==> config.mk <==
export PLATFORM = sky130hd
export DESIGN_NAME = writeback_stage
export DESIGN_NICKNAME = d
export VERILOG_FILES = /design/src/rtl/writeback_stage.sv
export SDC_FILE = /design/constraint.sdc
export NUM_CORES = 1
export LEC_CHECK = 0
export CAP_MARGIN = 40
export CORE_MARGIN = 2
export CORE_UTILIZATION = 45
export CTS_CLUSTER_SIZE = 10
export DETAILED_ROUTE_END_ITERATION = 10
export PLACE_DENSITY = 0.72
export SLEW_MARGIN = 15
export SYNTH_ARGS = -nofsm -noshare
export SYNTH_HDL_FRONTEND = slang
export SYNTH_SLANG_ARGS = --single-unit
==> constraint.sdc <==
create_clock -name clk -period 2 [get_ports clk]
set_input_delay 0.4 -clock clk [delete_from_list [all_inputs] [get_ports clk]]
set_output_delay 0.4 -clock clk [all_outputs]
set_load 0.01 [all_outputs]
==> src/rtl/writeback_stage.sv <==
// writeback_stage: final pipeline stage of the 8-bit core.
//
// Delays the writeback control word by CTRL_DELAY stages so it lines up with the
// registered data coming out of the memory stage. Selects the writeback value and
// owns the register file. Reports each commit on the wb_* outputs, and tracks the
// committed PC and a retired-instruction count.
//
// Ports:
//   clk, rst_n                        clock, asynchronous active-low reset
//   read_data, alu_result, pc_in      registered data from the memory stage (never delayed)
//   valid_in, rd, RegWrite,
//   MemtoReg, Link                    control word, delayed CTRL_DELAY stages
//   flush                             squash control entries still in the delay stages
//   rs1_addr/rs1_data,
//   rs2_addr/rs2_data                 combinational read ports with same-cycle write bypass
//   wb_valid, wb_we, wb_rd, wb_data   registered record of the last commit
//   pc_commit                         PC of the most recent committed instruction
//   retire_count                      committed-instruction counter, wraps at 16 bits
module writeback_stage #(
  parameter int DW         = 8,
  parameter int NREGS      = 8,
  parameter int AW         = 3,
  parameter int CTRL_DELAY = 1,
  parameter int R0_ZERO    = 1
) (
  input  logic          clk,
  input  logic          rst_n,
  input  logic [DW-1:0] read_data,
  input  logic [DW-1:0] alu_result,
  input  logic [DW-1:0] pc_in,
  input  logic          valid_in,
  input  logic [AW-1:0] rd,
  input  logic          RegWrite,
  input  logic          MemtoReg,
  input  logic          Link,
  input  logic          flush,
  input  logic [AW-1:0] rs1_addr,
  input  logic [AW-1:0] rs2_addr,
  output logic [DW-1:0] rs1_data,
  output logic [DW-1:0] rs2_data,
  output logic          wb_valid,
  output logic          wb_we,
  output logic [AW-1:0] wb_rd,
  output logic [DW-1:0] wb_data,
  output logic [DW-1:0] pc_commit,
  output logic [15:0]   retire_count
);

  logic          a_valid;
  logic [AW-1:0] a_rd;
  logic          a_regwrite;
  logic          a_memtoreg;
  logic          a_link;

  logic [DW-1:0] wv;
  logic          rf_we;
  logic [DW-1:0] regs [NREGS];

  function automatic logic [DW-1:0] wb_select(
    input logic          link,
    input logic          memtoreg,
    input logic [DW-1:0] pc,
    input logic [DW-1:0] rdata,
    input logic [DW-1:0] alu
  );
    if (link) begin
      return pc;
    end else if (memtoreg) begin
      return rdata;
    end else begin
      return alu;
    end
  endfunction

  // ---- control pipeline: input -> aligned (a_*) ----
  generate
    if (CTRL_DELAY == 0) begin : g_no_delay
      assign a_valid    = valid_in;
      assign a_rd       = rd;
      assign a_regwrite = RegWrite;
      assign a_memtoreg = MemtoReg;
      assign a_link     = Link;
    end else begin : g_delay
      logic          vld_p      [CTRL_DELAY];
      logic [AW-1:0] rd_p       [CTRL_DELAY];
      logic          regwrite_p [CTRL_DELAY];
      logic          memtoreg_p [CTRL_DELAY];
      logic          link_p     [CTRL_DELAY];

      always_ff @(posedge clk or negedge rst_n) begin
        if (!rst_n) begin
          for (int i = 0; i < CTRL_DELAY; i++) begin
            vld_p[i]      <= 1'b0;
            rd_p[i]       <= '0;
            regwrite_p[i] <= 1'b0;
            memtoreg_p[i] <= 1'b0;
            link_p[i]     <= 1'b0;
          end
        end else begin
          vld_p[0]      <= valid_in & ~flush;
          rd_p[0]       <= rd;
          regwrite_p[0] <= RegWrite;
          memtoreg_p[0] <= MemtoReg;
          link_p[0]     <= Link;
          for (int i = 1; i < CTRL_DELAY; i++) begin
            vld_p[i]      <= vld_p[i-1] & ~flush;
            rd_p[i]       <= rd_p[i-1];
            regwrite_p[i] <= regwrite_p[i-1];
            memtoreg_p[i] <= memtoreg_p[i-1];
            link_p[i]     <= link_p[i-1];
          end
        end
      end

      assign a_valid    = vld_p[CTRL_DELAY-1];
      assign a_rd       = rd_p[CTRL_DELAY-1];
      assign a_regwrite = regwrite_p[CTRL_DELAY-1];
      assign a_memtoreg = memtoreg_p[CTRL_DELAY-1];
      assign a_link     = link_p[CTRL_DELAY-1];
    end
  endgenerate

  // ---- aligned stage: value select and commit ----
  assign wv    = wb_select(a_link, a_memtoreg, pc_in, read_data, alu_result);
  assign rf_we = a_valid & a_regwrite & ~((R0_ZERO != 0) && (a_rd == '0));

  always_ff @(posedge clk or negedge rst_n) begin
    if (!rst_n) begin
      for (int i = 0; i < NREGS; i++) begin
        regs[i] <= '0;
      end
    end else if (rf_we) begin
      regs[a_rd] <= wv;
    end
  end

  always_ff @(posedge clk or negedge rst_n) begin
    if (!rst_n) begin
      wb_valid     <= 1'b0;
      wb_we        <= 1'b0;
      wb_rd        <= '0;
      wb_data      <= '0;
      pc_commit    <= '0;
      retire_count <= '0;
    end else if (a_valid) begin
      wb_valid     <= 1'b1;
      wb_we        <= rf_we;
      wb_rd        <= a_rd;
      wb_data      <= wv;
      pc_commit    <= pc_in;
      retire_count <= retire_count + 16'd1;
    end else begin
      wb_valid     <= 1'b0;
      wb_we        <= 1'b0;
    end
  end

  // ---- read ports: combinational, bypassing this cycle's write ----
  always_comb begin
    rs1_data = regs[rs1_addr];
    if ((R0_ZERO != 0) && (rs1_addr == '0)) begin
      rs1_data = '0;
    end else if (rf_we && (a_rd == rs1_addr)) begin
      rs1_data = wv;
    end
  end

  always_comb begin
    rs2_data = regs[rs2_addr];
    if ((R0_ZERO != 0) && (rs2_addr == '0)) begin
      rs2_data = '0;
    end else if (rf_we && (a_rd == rs2_addr)) begin
      rs2_data = wv;
    end
  end

endmodule

# Yosys cells after proc, flatten, opt, wreduce, memory -nomap -nowiden
# Cells that the tools add are included.
[op_classes]
add_sub_neg = 1
magnitude_cmp = 4
n_eq_ne = 2
muxes = 17
n_bitwise = 8
reduce_logical = 6
[ops]
columns = ["op", "count"]
rows = [
  ["8-bit 2-to-1 mux", 11],
  ["64-bit bitwise mux", 1],
  ["8-bit binary-select mux with 3-bit select", 2],
  ["8-bit demux with 3-bit select", 1],
  ["16-bit by 1-bit adder with 16-bit output, second input constant", 1],
  ["4-bit >= comparator, second input constant", 3],
  ["3-bit inverter with 4-bit output", 3],
  ["3-bit zero test", 3],
  ["3-bit == test", 2],
  ["4-bit by 1-bit less-than comparator with 1-bit output, second input constant", 1],
  ["1-bit bitwise AND", 3],
  ["1-bit logical AND", 3],
  ["1-bit 2-to-1 mux", 2],
  ["1-bit inverter", 2],
]
[word_totals]
regBits = 108
input_bits = 40
elab_cells = 57

# Logic depth before layout (Yosys ltp)
# Gate-level depths: netlist of run 1.
[depth]
word_depth = 6
ltp_mapped = 7
ltp_nobuf = 5

# Worst setup path after synthesis of run 1
# OpenSTA, ideal clock, no wires.
[synth_timing]
path_kind = "input-to-output"
start = "in rs1_addr[0]"
end = "out rs1_data[6]"
t_arrival_ps = 1633
required_time_ps = 1600
path_slack_ps = -33
stages = 5
path_buffers = 2
path_cell_list = "buf_2 buf_4 mux4_2 mux2i_1 a211oi_1"
[synth_between]
elab_chain_cells = 6
elab_cells_between_ends = 9
[synth_lines]
columns = ["item", "line", "rtl"]
rows = [
  ["from (decl)", "37", "input logic [AW-1:0] rs1_addr,"],
  ["3-bit inverter with 4-bit output (not written as such)", "160", "rs1_data = regs[rs1_addr];"],
  ["8-bit binary-select mux with 3-bit select", "160", ""],
  ["8-bit 2-to-1 mux (not written as such) (2 in a row)", "160", ""],
  ["8-bit 2-to-1 mux", "163", "end else if (rf_we && (a_rd == rs1_addr)) begin"],
  ["8-bit 2-to-1 mux *", "161", "if ((R0_ZERO != 0) && (rs1_addr == '0)) begin"],
  ["to (decl)", "39", "output logic [DW-1:0] rs1_data,"],
]
# Every way passes the cells marked *; elsewhere a longest branch is shown, timed or not. The select of a mux whose other input is x is not followed.

# Worst setup path in the final report of run 1
[layout_timing]
start = "reg g_delay.rd_p (netlist bit a_rd[0])"
end = "out rs1_data[3]"
[layout_between]
elab_chain_cells = 6
elab_cells_between_ends = 7
[layout_lines]
columns = ["item", "line", "rtl"]
rows = [
  ["from (decl)", "85", "logic [AW-1:0] rd_p [CTRL_DELAY];"],
  ["from (signal, indexed assignment)", "107", "rd_p[i] <= rd_p[i-1];"],
  ["3-bit zero test", "125", "assign rf_we = a_valid & a_regwrite & ~((R0_ZERO != 0) && (a_rd == '0));"],
  ["1-bit inverter", "125", ""],
  ["1-bit bitwise AND", "125", ""],
  ["1-bit logical AND *", "163", ""],
  ["8-bit 2-to-1 mux *", "163", ""],
  ["8-bit 2-to-1 mux *", "161", ""],
]
# Every way passes the cells marked *; elsewhere a longest branch is shown, timed or not.

==> results of run 1 <==
## sequential cells by signal, summed over array words and instances, names as in the netlist
name	flops
retire_count	16
regs	64
wb_valid	1
a_link	1
wb_rd	3
a_regwrite	1
a_rd	3
a_memtoreg	1
pc_commit	8
wb_data	8
wb_we	1
a_valid	1
## through the flow
stage	instance area (µm²)	total power [mW]	worst slack (ps)
floorplan	5410	3.66	1.23
global placement	6700	4.41	-932
detailed placement	6700	4.48	-938
CTS	7410	6.28	-341
global route	7500	6.57	-501
finish	7500	6.28	-415
## cell families (layout without fill, tap and decap cells)
kind of cell	count (synthesis)	count (layout)	share of synthesized area [%]
xor+xnor	21	21	3.41
fa+ha+maj	1	1	0.232
mux	132	132	33.7
compound gates	25	25	3.46
flops	108	108	50.1
simple gates	63	65	6.08
buf+inv	31	177	2.97
## cell usage after synthesis, types with 3 or more instances
cell type and n:
nor3_1 4, nand3_1 6, clkbuf_1 12, nor2_1 22
buf_6 3, mux2i_1 24, mux2_2 76, buf_2 11
xor2_1 7, mux4_2 32, xnor2_1 14, nor3_2 3
o21ai_1 8, dfrtp_1 108, nand2_1 16, a211oi_1 16
## worst register-to-register path, stage by stage, from the launching register on
cell	delay, ps
dfrtp_2	470
buf_4	150
buf_4	130
nand3_1	110
or3_1	570
mux2_2	370
## layout make-up
type | instances | area, µm²
Clock buffer | 10 | 229
Clock inverter | 6 | 53.8
Fill cell | 846 | 4070
Inverter | 1 | 6.26
Multi-Input combinational cell | 244 | 2790
Sequential cell | 108 | 2710
Tap cell | 143 | 179
Timing Repair Buffer | 160 | 1530
## how the worst min path moves through the flow
stage               slack [ps]                 start  cells after the start                   end
floorplan                  100                 rst_n                      0      a_link$_DFF_PN0_
CTS                        400  regs[60]$_DFFE_PN0P_                      0  regs[60]$_DFFE_PN0P_
finish                     400  regs[61]$_DFFE_PN0P_                      0  regs[61]$_DFFE_PN0P_
global route               410  regs[61]$_DFFE_PN0P_                      0  regs[61]$_DFFE_PN0P_
detailed placement         350                 rst_n                      1  regs[30]$_DFFE_PN0P_
global placement           340                 rst_n                      1  regs[30]$_DFFE_PN0P_
## power groups by stage
stage	clock [mW]	combinational, mW	sequential (mW)
2_1_floorplan	0	0.837	2.82
3_3_place_gp	0	1.54	2.86
3_5_place_dp	0	1.59	2.89
4_1_cts	1.77	1.65	2.85
5_1_grt	1.87	1.80	2.91
6_report	1.74	1.68	2.87
## per-layer routing
| layer | part of all wire [%] | global-route usage (%) | vias to the layer above |
|---|---|---|---|
| met5 | 0 | 0 | - |
| met4 | 1.4 | 5.45 | 0 |
| met3 | 6.4 | 5.53 | 16 |
| met2 | 46 | 35.2 | 139 |
| met1 | 46 | 33.2 | 1934 |
| li1 | - | - | 1707 |
## timing repair
| item | in CTS | in global routing |
|---|---|---|
| hold buffers | 1 | 0 |
| buffers inserted | 21 | 3 |
| endpoints found under the hold margin | 23 | 0 |
| setup endpoints to repair | 16 | 43 |
| resized for setup | 125 | 19 |
| pin swaps | 19 | 7 |
| cloned | 4 | 0 |
==> flow_metrics.tcl, run 1 <==
set metrics [dict create \
    synth.largest_area_cell "dfrtp_1" \
    antenna_found_initial 0 \
    power.switching_mw 1.85 \
    path_depth 8 \
    clock_path_buffers 2 \
    syn_area_mm2 0.00539 \
    grt_max_degree 46 \
    slowest_delay_ps 480 \
    cp_cell_sequence "buf_6 > xnor2_4 > buf_6 > nand4_4 > buf_4 > nor2_2 > a211oi_2 > buf_2" \
    finalCritPeriodShare_pct 121 \
    drv_cap 0 \
    setup.worst_path.start "a_rd[0]$_DFF_PN0_" \
    first_pass_iters 4 \
    p_leak_nw 3.28 \
    cts_tree "yes" \
    dieArea_mm2 0.0129 \
    clkSinkCount 108 \
    r2r_setup_slack_ps 90 \
    drive_gt1_share_pct 47.8 \
    crit_fanout 4 \
    fin_skew_ps 6.83 \
    fin_ws_ps -415 \
    hold_ws_ps 402 \
    ys_seq_area_share_pct 50.1 \
    synth.top_cell.area_share_pct 50.1 \
    synthArstFlopShare_pct 100 \
    path_delay_family "buffers and inverters" \
    min_path_type "register to register" \
    critPathLaunchType "register" \
    status "complete, but fails checks" \
    hold_viol_final 0 \
    first_global_vias 4054 \
    synth_seq_cells 108 \
    final_max_slew_viol_count 0 \
    p_clk_share_pct 27.6 \
    grt_use_total_pct 22.9 \
    synth-edff-count 0 \
    htree_num_levels 3 \
    setup_violations 16 \
    synthFlopType "dfrtp_1" \
    violations "setup timing" \
    die_w_um 113 \
    ant_nets 0 \
    r2r-start "a_rd[0]$_DFF_PN0_" \
    core-area_mm2 0.0116 \
    cp_num_buf_inv 4 \
    pwr-share-seq_pct 45.7 \
    synthCells 381 \
    end_kind "primary output" \
    numCtsBuffers 9 \
    fin_crit_ps 2410 \
    ys_warn_count 0 \
    cp-endpoint "rs1_data[3]" \
    rows 39 \
    grt_pass1_wl_mm 22.3 \
    hpwl_mm 9.55 \
    postLayoutCoreUtil_pct 64.8 \
    cts-root-buf "clkbuf_16" \
    most-common-layout-cells "dfrtp_1, mux2_2, clkdlybuf4s50_1" \
    p_int_mw 4.43 \
    rsz0062_at_grt "true" \
    p_comb_share_pct 26.7 \
    ioPinCount 93 \
    final_common_cell "dfrtp_1" \
    ff2ff_path_depth 5 \
    wirelength_mm 14.1 \
    antenna_cells 0 \
    syn-num-nets 422 \
    critPathKind "register to primary output" \
    fin_cells 672 \
    fin_tns_setup_ps -5820 \
    vias_per_cell 5.65 \
    ys_top_cells_by_area "dfrtp_1, mux2_2, mux4_2" \
    vias 3796 \
    ys_types 28 \
    crit_top_cell "buf_6" \
    worstMarginPinSlew_ps 782 \
    cp.arrival_ps 2010 \
    path_clk_slew_ps 80 \
    grt-ovfl-total 0 \
    slowest_stage "dfrtp_2" \
    reg2reg_to "regs[53]$_DFFE_PN0P_" \
    relSlewSlack_pct 47.6 \
    syn_avg_cell_area_um2 14.1 \
    powerDensity_mw_per_mm2 837 \
    die_h_um 113 \
    peakVddDrop_mv 0.666 \
    avgRoutedWirePerCell_um 21.0 \
    max_freq_ghz 0.414 \
    drc_errors 0 \
    insertion_delay_ps 350 \
    syn_to_final_growth_pct 39.1 \
    drtIter0Drc 300 \
    gp_congestion 0.876 \
    dp.cells 627 \
    start_util_pct 46.6 \
    nNetsFinal 565 \
    sw_frac_of_total_pct 29.5 \
    numPortBuffers 92 \
    required_ps 1600 \
]
Power figures use the tool's default switching activity.
==> run 2, diff against run 1 <==
Settings changed: CTS_CLUSTER_SIZE 10 to unset, DONT_BUFFER_PORTS set to 1, GPL_TIMING_DRIVEN set to 0, PLACE_DENSITY 0.72 to unset.
==> run 2 against run 1 <==
The run ends with hold timing, setup timing left. Flip-flop and latch count is the same. Power decreased by 5.2%. First-iteration DRC count shrank 36%. Core utilization fell by 7.2 points. Fmax up 3.2%. Register-to-register slack is essentially flat. Combinational power fell by 26%. Sequential share of layout area up 4.5 points. Largest power group unchanged.
==> flow_metrics.tcl, run 2 (same netlist as run 1, synthesis figures left out) <==
set metrics [dict create \
    ant_nets 0 \
    post_dp_cell_area_mm2 0.00565 \
    sw_frac_of_total_pct 28.8 \
    drtIter0Drc 191 \
    dieArea_mm2 0.0129 \
    setup_violations 16 \
    fin_cells 568 \
    core-area_mm2 0.0116 \
    required_ps 1600 \
    regMostFlops "regs" \
    p_leak_nw 2.84 \
    grt_max_degree 109 \
    multiInputGateArea_mm2 0.00297 \
    rsz0062_at_grt "true" \
    critPathLaunchType "register" \
    htree_num_levels 3 \
    drc_errors 0 \
    path_clk_slew_ps 70 \
    p_comb_share_pct 20.8 \
    r2r_setup_slack_ps 90 \
    violations "hold timing, setup timing" \
    min_path_type "input port to async pin" \
    pwr-share-seq_pct 48.4 \
    vias 3388 \
    fill_cells 921 \
    reg_top3 "regs x64, retire_count x16" \
    final_common_cell "dfrtp_1" \
    syn_to_final_growth_pct 23.6 \
    critPathKind "register to primary output" \
    die_h_um 113 \
    final_max_slew_viol_count 0 \
    drv_cap 0 \
    status "complete, but fails checks" \
    cts-root-buf "clkbuf_16" \
    slowest_delay_ps 380 \
    antenna_cells 0 \
    grt_pass1_wl_mm 21.3 \
    rows 39 \
    hpwl_mm 8.80 \
    r2r-start "a_valid$_DFF_PN0_" \
    first_pass_iters 4 \
    insertion_delay_ps 360 \
    max_freq_ghz 0.427 \
    setup.worst_path.start "a_rd[1]$_DFF_PN0_" \
    start_util_pct 46.6 \
    ioPinCount 93 \
    wirelength_mm 13.4 \
    clock_path_buffers 2 \
    die_w_um 113 \
    grt_most_used_layer "met2" \
    fin_ws_ps -341 \
    slowest_stage "dfrtp_1" \
    grt_use_met3_pct 6.43 \
    fin_area_mm2 0.00666 \
    p_int_mw 4.24 \
    crit_fanout 8 \
    powerDensity_mw_per_mm2 894 \
    dp.cells 530 \
    relSlewSlack_pct 60.0 \
    antenna_found_initial 0 \
    drive_gt1_share_pct 52.5 \
    path_delay_family "buffers and inverters" \
    hold_viol_final 108 \
    gp_congestion 0.779 \
    grt-ovfl-total 0 \
    worstMarginPinSlew_ps 600 \
    cp.arrival_ps 1940 \
    fin_crit_ps 2340 \
    vias_per_cell 5.96 \
    p_clk_share_pct 30.8 \
    cts_tree "yes" \
    peakVddDrop_mv 0.687 \
    finalCritPeriodShare_pct 117 \
    nNetsFinal 461 \
    register_area_mm2 0.00270 \
    use_met1_pct 30.6 \
    clkSinkCount 108 \
    hold_ws_ps -260 \
    cp_cell_sequence "buf_6 > xnor2_2 > nand4_4 > bufbuf_16 > a211oi_4" \
    grt_use_total_pct 22.3 \
    avgRoutedWirePerCell_um 23.7 \
    most-common-layout-cells "dfrtp_1, mux2_2, mux4_2" \
    end_kind "primary output" \
    numCtsBuffers 9 \
    power.switching_mw 1.72 \
    met2_usage_pct 35.8 \
    largest_reg_flops 64 \
    fin_skew_ps 7.06 \
    cp_num_buf_inv 2 \
    numPortBuffers 0 \
    first_global_vias 3692 \
]
[run 2: worst register-to-register path, cell delays in order, from the launching register on]
cell and delay, ps:
dfrtp_1 360, buf_6 130, buf_4 170, nand3_1 180
or3_1 350, clkbuf_2 270, mux2_2 340
[run 2: final timing paths]
| path | endpoint | depth (start not counted) |
|---|---|---|
| hold reg to reg | wb_valid$_DFF_PN0_ | 0 |
| hold / removal | regs[54]$_DFFE_PN0P_ | 0 |
| setup reg to reg | regs[49]$_DFFE_PN0P_ | 6 |
| min in group clk | a_link$_DFF_PN0_ | 0 |
| setup / recovery | rs1_data[0] | 5 |
| max in group asynchronous | wb_we$_DFF_PN0_ | 0 |
[run 2: routing by layer]
layer / part of all wire (%) / vias to the layer above
met5: 0 / -
met4: 0.89 / 0
met3: 6.4 / 8
met2: 49 / 109
met1: 43 / 1797
li1: - / 1474
[run 2: through the flow]
step                      util (%)  total power [mW]  worst slack [ps]  hold WS [ps]  setup TNS, ps
after floorplan                  -              3.66              1.23           104              0
after detailed placement      48.8              3.93              -606           109          -8890
after global placement        48.3              3.87              -791           108         -16220
after global routing          57.6              6.22              -404          -283          -5460
final                         57.6              5.95              -341          -260          -4500
after CTS                     56.5              5.96              -350          -277          -4700
[run 2: power groups by stage]
stage,clock (mW),sequential (mW),combinational (mW)
global route,1.95,2.94,1.32
floorplan,0,2.82,0.837
detailed placement,0,2.91,1.02
CTS,1.88,2.88,1.21
global placement,0,2.89,0.977
finish,1.83,2.88,1.24
[run 2: repair_timing]
item | 4_1_cts | 5_1_grt
setup endpoints to repair | 24 | 27
pin swaps | 18 | 8
gates resized for setup | 79 | 14
gates cloned | 2 | 0
buffers inserted | 15 | 6
endpoints found under the hold margin | 108 | 108
[run 2: layout make-up]
class,instances,area share (%)
clock inverter,6,1.05
buffer,29,3.16
clock buffer,10,3.44
inverter,1,0.0564
multi-input combinational,242,44.5
sequential,108,40.6
timing repair buffer,29,4.49
tap,143,2.69
